===== src/rtl/md6_pad_responder_if.sv =====
`default_nettype none
// ----------------------------------------------------------------------------
// md6_pad_responder_if
// DB9 pad-side bundle between a host (select driver) and the pad responder.
// Revision: 1.0
// ----------------------------------------------------------------------------
interface md6_pad_responder_if;
  logic        six_en;
  logic [11:0] btn;
  logic        pad_sel;
  logic [5:0]  pad_d;
  logic [2:0]  phase_dbg;

  modport master (
    output six_en,
    output btn,
    output pad_sel,
    input  pad_d,
    input  phase_dbg
  );

  modport slave (
    input  six_en,
    input  btn,
    input  pad_sel,
    output pad_d,
    output phase_dbg
  );
endinterface
`default_nettype wire


===== src/rtl/md6_pad_responder.sv =====
`default_nettype none
// ----------------------------------------------------------------------------
// md6_pad_responder
// Device-side Mega Drive 3/6-button pad emulation: select-driven, active-low data mux.
// Revision: 1.0
// ----------------------------------------------------------------------------
module md6_pad_responder #(
  parameter int TIMEOUT_CYC = 72000
) (
  input  wire logic          clk,
  input  wire logic          reset_n,
  md6_pad_responder_if.slave pad
);

  localparam int c_TMR_W = (TIMEOUT_CYC > 2) ? $clog2(TIMEOUT_CYC) : 2;
  localparam logic [c_TMR_W-1:0] c_TMR_LAST = c_TMR_W'(TIMEOUT_CYC - 1);
  localparam logic [2:0] c_F_MAX6 = 3'd4;
  localparam logic [2:0] c_F_MAX3 = 3'd2;

  logic               r_s1;
  logic               r_s2;
  logic               r_s3;
  logic [2:0]         r_f;
  logic [c_TMR_W-1:0] r_tmr;
  logic [5:0]         r_pad_d;

  logic               w_fall;
  logic               w_any;
  logic               w_expired;
  logic [2:0]         w_f_max;
  logic [2:0]         w_f_next;
  logic [c_TMR_W-1:0] w_tmr_next;
  logic               w_ph3;
  logic               w_ph4;
  logic [5:0]         w_pad_d;

  // Edges are taken on the values s2/s3 are about to load, so f moves on the
  // same clock as s2 and the output register never sees old phase with new level.
  assign w_fall    = r_s2 & ~r_s1;
  assign w_any     = r_s2 ^ r_s1;
  assign w_expired = (r_tmr == c_TMR_LAST);

  always_ff @(posedge clk or negedge reset_n) begin
    if (!reset_n) begin
      r_s1 <= 1'b1;
      r_s2 <= 1'b1;
      r_s3 <= 1'b1;
    end else begin
      r_s1 <= pad.pad_sel;
      r_s2 <= r_s1;
      r_s3 <= r_s2;
    end
  end

  always_comb begin
    w_f_max  = pad.six_en ? c_F_MAX6 : c_F_MAX3;
    w_f_next = r_f;
    if (w_any) begin
      if (w_fall && (r_f < w_f_max)) begin
        w_f_next = r_f + 3'd1;
      end
    end else if (w_expired) begin
      w_f_next = 3'd0;
    end
    // Dropping six_en mid-sequence pulls the phase back into 3-button range.
    if (w_f_next > w_f_max) begin
      w_f_next = w_f_max;
    end
  end

  always_comb begin
    w_tmr_next = r_tmr;
    if (w_any) begin
      w_tmr_next = '0;
    end else if (!w_expired) begin
      w_tmr_next = r_tmr + 1'b1;
    end
  end

  always_ff @(posedge clk or negedge reset_n) begin
    if (!reset_n) begin
      r_f   <= 3'd0;
      r_tmr <= '0;
    end else begin
      r_f   <= w_f_next;
      r_tmr <= w_tmr_next;
    end
  end

  assign w_ph3 = pad.six_en && (r_f == 3'd3);
  assign w_ph4 = pad.six_en && (r_f == 3'd4);

  // Pin order {D5,D4,D3,D2,D1,D0}; a pressed button drives its pin low.
  always_comb begin
    w_pad_d = 6'h3F;
    if (r_s2) begin
      if (w_ph3) begin
        w_pad_d = {2'b11, ~pad.btn[11], ~pad.btn[7], ~pad.btn[8], ~pad.btn[9]};
      end else begin
        w_pad_d = {~pad.btn[6], ~pad.btn[5], ~pad.btn[0], ~pad.btn[1],
                   ~pad.btn[2], ~pad.btn[3]};
      end
    end else begin
      if (w_ph3) begin
        w_pad_d = {~pad.btn[10], ~pad.btn[4], 4'b0000};
      end else if (w_ph4) begin
        w_pad_d = {~pad.btn[10], ~pad.btn[4], 4'b1111};
      end else begin
        w_pad_d = {~pad.btn[10], ~pad.btn[4], 2'b00, ~pad.btn[2], ~pad.btn[3]};
      end
    end
  end

  always_ff @(posedge clk or negedge reset_n) begin
    if (!reset_n) begin
      r_pad_d <= 6'h3F;
    end else begin
      r_pad_d <= w_pad_d;
    end
  end

  assign pad.pad_d     = r_pad_d;
  assign pad.phase_dbg = r_f;

  // s3 is the edge-history flop; its edge information is consumed one clock
  // early through the look-ahead above, so its value has no other sink.
  logic w_s3_unused;
  assign w_s3_unused = r_s3;

endmodule
`default_nettype wire


===== src/flat_wrapper.sv =====
// flat-port wrapper written by rule: the top's interface ports become plain ports
module md6_pad_responder_flat 
#(
  parameter int TIMEOUT_CYC = 72000
)
  (clk, reset_n, pad_six_en, pad_btn, pad_pad_sel, pad_pad_d, pad_phase_dbg);
  md6_pad_responder_if pad_i ();
  input  wire logic clk;
  input  wire logic reset_n;
  input wire logic [$bits(pad_i.six_en)-1:0] pad_six_en;
  input wire logic [$bits(pad_i.btn)-1:0] pad_btn;
  input wire logic [$bits(pad_i.pad_sel)-1:0] pad_pad_sel;
  output wire logic [$bits(pad_i.pad_d)-1:0] pad_pad_d;
  output wire logic [$bits(pad_i.phase_dbg)-1:0] pad_phase_dbg;
  assign pad_i.six_en = pad_six_en;
  assign pad_i.btn = pad_btn;
  assign pad_i.pad_sel = pad_pad_sel;
  assign pad_pad_d = pad_i.pad_d;
  assign pad_phase_dbg = pad_i.phase_dbg;
  md6_pad_responder #(.TIMEOUT_CYC(TIMEOUT_CYC)) u_core (.clk(clk), .reset_n(reset_n), .pad(pad_i));
endmodule

===== config.mk =====
export PLATFORM = sky130hd
export DESIGN_NAME = md6_pad_responder_flat
export DESIGN_NICKNAME = d
export VERILOG_FILES = /design/src/rtl/md6_pad_responder_if.sv /design/src/rtl/md6_pad_responder.sv /design/src/flat_wrapper.sv
export SDC_FILE = /design/constraint.sdc
export NUM_CORES = 1
export LEC_CHECK = 0
export BUFFER_PORTS_ARGS = -buffer_cell sky130_fd_sc_hd__buf_2
export CAP_MARGIN = 30
export CORE_UTILIZATION = 50
export DETAILED_ROUTE_END_ITERATION = 12
export GPL_ROUTABILITY_DRIVEN = 0
export MAX_ROUTING_LAYER = met4
export PLACE_DENSITY_LB_ADDON = 0.1
export SLEW_MARGIN = 20
export SYNTH_ARGS = -nofsm -noshare
export SYNTH_HDL_FRONTEND = slang
export SYNTH_SLANG_ARGS = --single-unit

===== constraint.sdc =====
create_clock -name clk -period 2.3 [get_ports clk]
set_clock_uncertainty 0.05 [all_clocks]
set_input_delay 0.115 -clock clk [delete_from_list [all_inputs] [get_ports clk]]
set_output_delay 0.115 -clock clk [all_outputs]
set_load 0.01 [all_outputs]

# Word level (Yosys, flattened, before mapping)
# Cells that the tools add are included.
# totals
reg_bits	28
inputBits	16
out_inout_bits	9
wordCells	42
# op_classes
n_addsub	2
n_lt_le_gt_ge	2
n_eq_ne	4
n_mux	11
n_bitwise	15
n_reduce_logical	3
# ops
operator	n
$mux 17	2
$add 17x1->17 const B	1
$eq 17x17->1 const B	1
$mux 3	5
$not 1->1	13
$mux 6	2
$mux 4	2
$add 3x1->3 const B	1
$eq 3x2->1 const B	1
$eq 3x3->1 const B	1
$gt 3x3->1	1
$logic_and 1x1->1	3
$lt 3x3->1	1
$ne 2x1->1 const B	1
$and 1x1->1	1
$xor 1x1->1	1

# Logic depth before layout (Yosys ltp)
# depth
depth_word	7
ltp_mapped	12
depth_no_buf	12

# Worst setup path after synthesis
# No wires, ideal clock.
# synth_path
path_type	reg2reg
start	reg u_core.r_s1
end	reg u_core.r_f[1] (netlist: u_core.pad.phase_dbg[1])
setup_ns	0.127
t_arrival_ns	2.093
t_required_ns	2.123
slack_ns	0.031
path_stages_with_launch	11
path_buffers	1
period_less_slack_ns	2.269
path_cell_list	dfstp_2 > inv_1 > ha_1 > clkbuf_1 > nand2_1 > o22ai_1 > ha_1 > a21oi_1 > o21a_1 > o22ai_1 > a2bb2oi_1
# synth_between
elab_chain_len	7
word_cells_on_any_way	8
classes_between	order compare: 1; mux: 3; bitwise: 3; reduce/logical: 1
# synth_lines
item	line	text
from (decl)	md6_pad_responder.sv:20	logic r_s1;
from (signal assigned)	md6_pad_responder.sv:49	r_s1 <= pad.pad_sel;
$not 1->1	md6_pad_responder.sv:39	assign w_fall = r_s2 & ~r_s1;
$and 1x1->1	md6_pad_responder.sv:39	
$logic_and 1x1->1	md6_pad_responder.sv:59	if (w_fall && (r_f < w_f_max)) begin
$mux 3	md6_pad_responder.sv:59	
$mux 3 *	md6_pad_responder.sv:58	if (w_any) begin
$gt 3x3->1	md6_pad_responder.sv:66	if (w_f_next > w_f_max) begin
$mux 3 *	md6_pad_responder.sv:66	
via u_core.w_f_next[1]	md6_pad_responder.sv:31	logic [2:0] w_f_next;
to (signal assigned)	md6_pad_responder.sv:85	r_f <= w_f_next;
to (decl)	md6_pad_responder.sv:23	logic [2:0] r_f;
# Mark *: on every way through the listed nets, which the timed path passes. The rest lies on a longest branch.
# A chain may end at the register's enable or synchronous reset.

# Worst setup path after layout
# Ends and elaborated chain as after synthesis.

==> impl_results.md <==
- Worst Path Arrival: 2460 ps
- F_max: 444 MHz
- Tightest Pin Transition: between 600 and 700 ps
- Critical Path RT: approximately 2500 ps
- HP Start: pad_six_en
- Clk Latency, worst-skew pair: about 320 ps
- # setup viols final: 0
- Max transition margin: 58.7%
- DRC: 3
- Worst setup SP type: flip-flop
- WL/cell: around 14 um
- Post-DP HPWL: between 2000 and 2500 um
- Critical Path End Type: flip-flop
- Total power: about 1.1 mW
- Tot GR Track Use: 23.6%
- Crit path launch: u_core.r_s1$_DFF_PN1_
- Cells on worst reg2reg path: 12
- Maximum level of the CTS H-tree: 1
- Clock Sink Count: 28
- Global-route wire length before repair: 5730 um
- Yosys warnings: 0
- Hold/Removal Path Class: primary input to flip-flop
- Unrepaired setup endpoints after global routing: true
- Starting Density: a little over half
- Largest net degree at the start of global routing: 29
- Yosys top cell area share: around a third
- Die Wd: ~57 um
- Status: complete, but fails checks
- IO Port Bufs: 24
- Pre-antenna DRT Iters: 8
- NumNets Final: between 200 and 250
- Clock Tree Buf Depth: 2
- Final cell count without fillers: ~240
- Final wirelength: around 3300 um
- # diodes: 0
- Setup TNS Final: 0 ps
- Cell count after synthesis: approximately 160
- Max Cap Viol: 0
- Die height: between 50 and 60 um
- Total CTS buffers: 3
- Flop2flop setup slack: ~49 ps
- P_leak: between 0.9 and 1 nW
- FP Rows: 19
- Reg-to-reg endpoint: u_core.pad.phase_dbg[1]$_DFF_PN0_
- Core area: 2830 um2
- Seq/Total Area, Yosys: between 40% and 50%
- Final Hold Viols: 0
- Vias in the first global route: ~1.3k
- First DRT Iteration DRCs: 57
- Period minus WS final: about 2300 ps
- Synth top area cells: dfrtp_1, dfstp_2, ha_1, nor2_1, xor2_1
- Type of the worst setup path: flip-flop to flip-flop
- Async SR Flop Fraction: 100%
- Leading area contributor after synthesis: dfrtp_1
- P per Cell Area: approximately 540 nW/um2
- CTS Root Cell: clkbuf_4
- Ys flop type: dfrtp_1
- Critical-path maximum fanout: 3
- Number of synthesized flops with an enable pin: 0
- Routed Antenna Nets: 0
- Syn_area_per_cell: ~9.7 um2
- Die footprint: 3280 um2
- Syn Std Cell Area: 1530 um2
- Global route overflow: 0
- Fin crit share: a little over nine tenths
- Reg2Reg Launch Point: u_core.r_s1$_DFF_PN1_
- Layout cells sized above 1: a little under a third
- Clock transition at path regs: ~150 ps
- Area delta synth->final: 29.2%
- Library cells used by synthesis: 35
- TritonCTS clock tree: yes
- Placed Cells: 220
- DR vias/cell: 5.41
- Failing checks: DRC
- Max VDD drop: 0.000383 V
- CP endpoint: u_core.pad.phase_dbg[1]$_DFF_PN0_
- Initial antenna violation count: 0
- Mapped Nets: between 150 and 200
- Total vias in the final route: roughly 1.3k
- Max-slew violation count: 0
- Min Hold Slack: ~110 ps
- I/O pin total: 25
- Number of synthesized register bits: 28
## layout by cell type (no fill, tap or decap), types with 2 or more instances in the layout
master	count
o21ai_0	3
and2_1	5
xor2_1	7
and3_1	4
o21ai_1	3
buf_2	24
nand2_1	14
nand3_1	8
clkbuf_4	3
o211ai_1	3
dlygate4sd3_1	14
dfstp_2	8
dfrtp_1	20
a31oi_1	4
xnor2_1	6
nor2_1	18
nand4_1	3
a21oi_1	5
ha_1	8
buf_4	13
nand3b_1	2
nor2b_1	2
inv_1	8
## critical path, cell delays in order (launching register included)
cell and delay [ps]:
dfstp_2 580, inv_2 40, ha_4 140, nor2b_4 120, nand2_2 80, nor2_1 50, a21oi_1 140, o22ai_2 120
ha_1 320, a21oi_2 70, o21a_1 160, o22ai_1 130, a2bb2oi_1 180
## where the power goes
part	switching (mW)	internal (mW)	total, mW	leakage [nW]
combinational	0.147	0.145	0.292	0.563
sequential	0.0248	0.531	0.556	0.358
clock	0.144	0.0679	0.211	0.0150
## worst min-delay path by stage
stage / end / slack (ps) / depth (start not counted)
floorplan: u_core.pad.phase_dbg[0]$_DFF_PN0_ / -230 / 0
global placement: u_core.r_tmr[12]$_DFFE_PN0P_ / 110 / 1
detailed placement: u_core.r_tmr[12]$_DFFE_PN0P_ / 120 / 1
CTS: u_core.pad.phase_dbg[2]$_DFF_PN0_ / 100 / 3
global route: u_core.pad.phase_dbg[2]$_DFF_PN0_ / 90 / 3
finish: u_core.pad.phase_dbg[2]$_DFF_PN0_ / 110 / 3
## cells in the mapped netlist, types with 2 or more instances
library cell / number
dfrtp_1: 20
nor2_1: 19
nand2_1: 15
ha_1: 9
inv_1: 9
dfstp_2: 8
nand3_1: 8
xor2_1: 7
a21oi_1: 6
xnor2_1: 6
and2_1: 5
a31oi_1: 4
and3_1: 4
clkbuf_1: 4
nand4_1: 3
nor2b_1: 3
o211ai_1: 3
o21ai_0: 3
o21ai_1: 3
nand3b_1: 2
o22ai_1: 2
## metal layers
layer  GRT usage [%]  part of all wire, %  vias up
li1                -                    -      642
met5               -                    0        -
met3            3.17                  2.8        8
met1            28.9                   45      619
met4            9.06                  2.2        0
met2            39.7                   50       25
## cell families (layout without fill, tap and decap cells)
group,count (synthesis),count (layout),synth area share (%)
AND/OR/NAND/NOR,67,67,24.2
adder cells (fa/ha/maj),9,9,7.37
buffers and inverters,13,64,3.19
AO/OA/AOI/OAI,26,26,10.6
flip-flops,28,28,46.5
multiplexers,1,1,0.655
XOR/XNOR,13,13,7.45
## timing repair
action	4_1_cts	5_1_grt
setup endpoints to repair	0	2
setup buffers	0	1
gates resized for setup	0	10
hold endpoints to repair	27	0
hold buffers	14	0
## registers in the layout, indices dropped and copies added (netlist names)
register	count
u_core.pad.pad_d	6
u_core.r_s1	1
u_core.r_tmr	17
u_core.r_s2	1
u_core.pad.phase_dbg	3
## area by class of cell
class	instances	area, um2
inverters	9	33.8
flip-flops and latches	28	711
fillers	227	855
multi-input cells	116	807
repair buffers	51	358
well taps	31	38.8
clock buffers	4	26.3
## per-stage QoR
step | setup WS (ps) | cell area (um2) | utilization [%]
3_3_place_gp | 95.0 | 1760 | 62.3
6_report | 48.9 | 1970 | 69.8
2_1_floorplan | 30.5 | 1530 | -
3_5_place_dp | 29.6 | 1760 | 62.3
5_1_grt | -105 | 1970 | 69.8
4_1_cts | 9.04 | 1930 | 68.2
No activity file was read; power rests on OpenSTA's default activity.
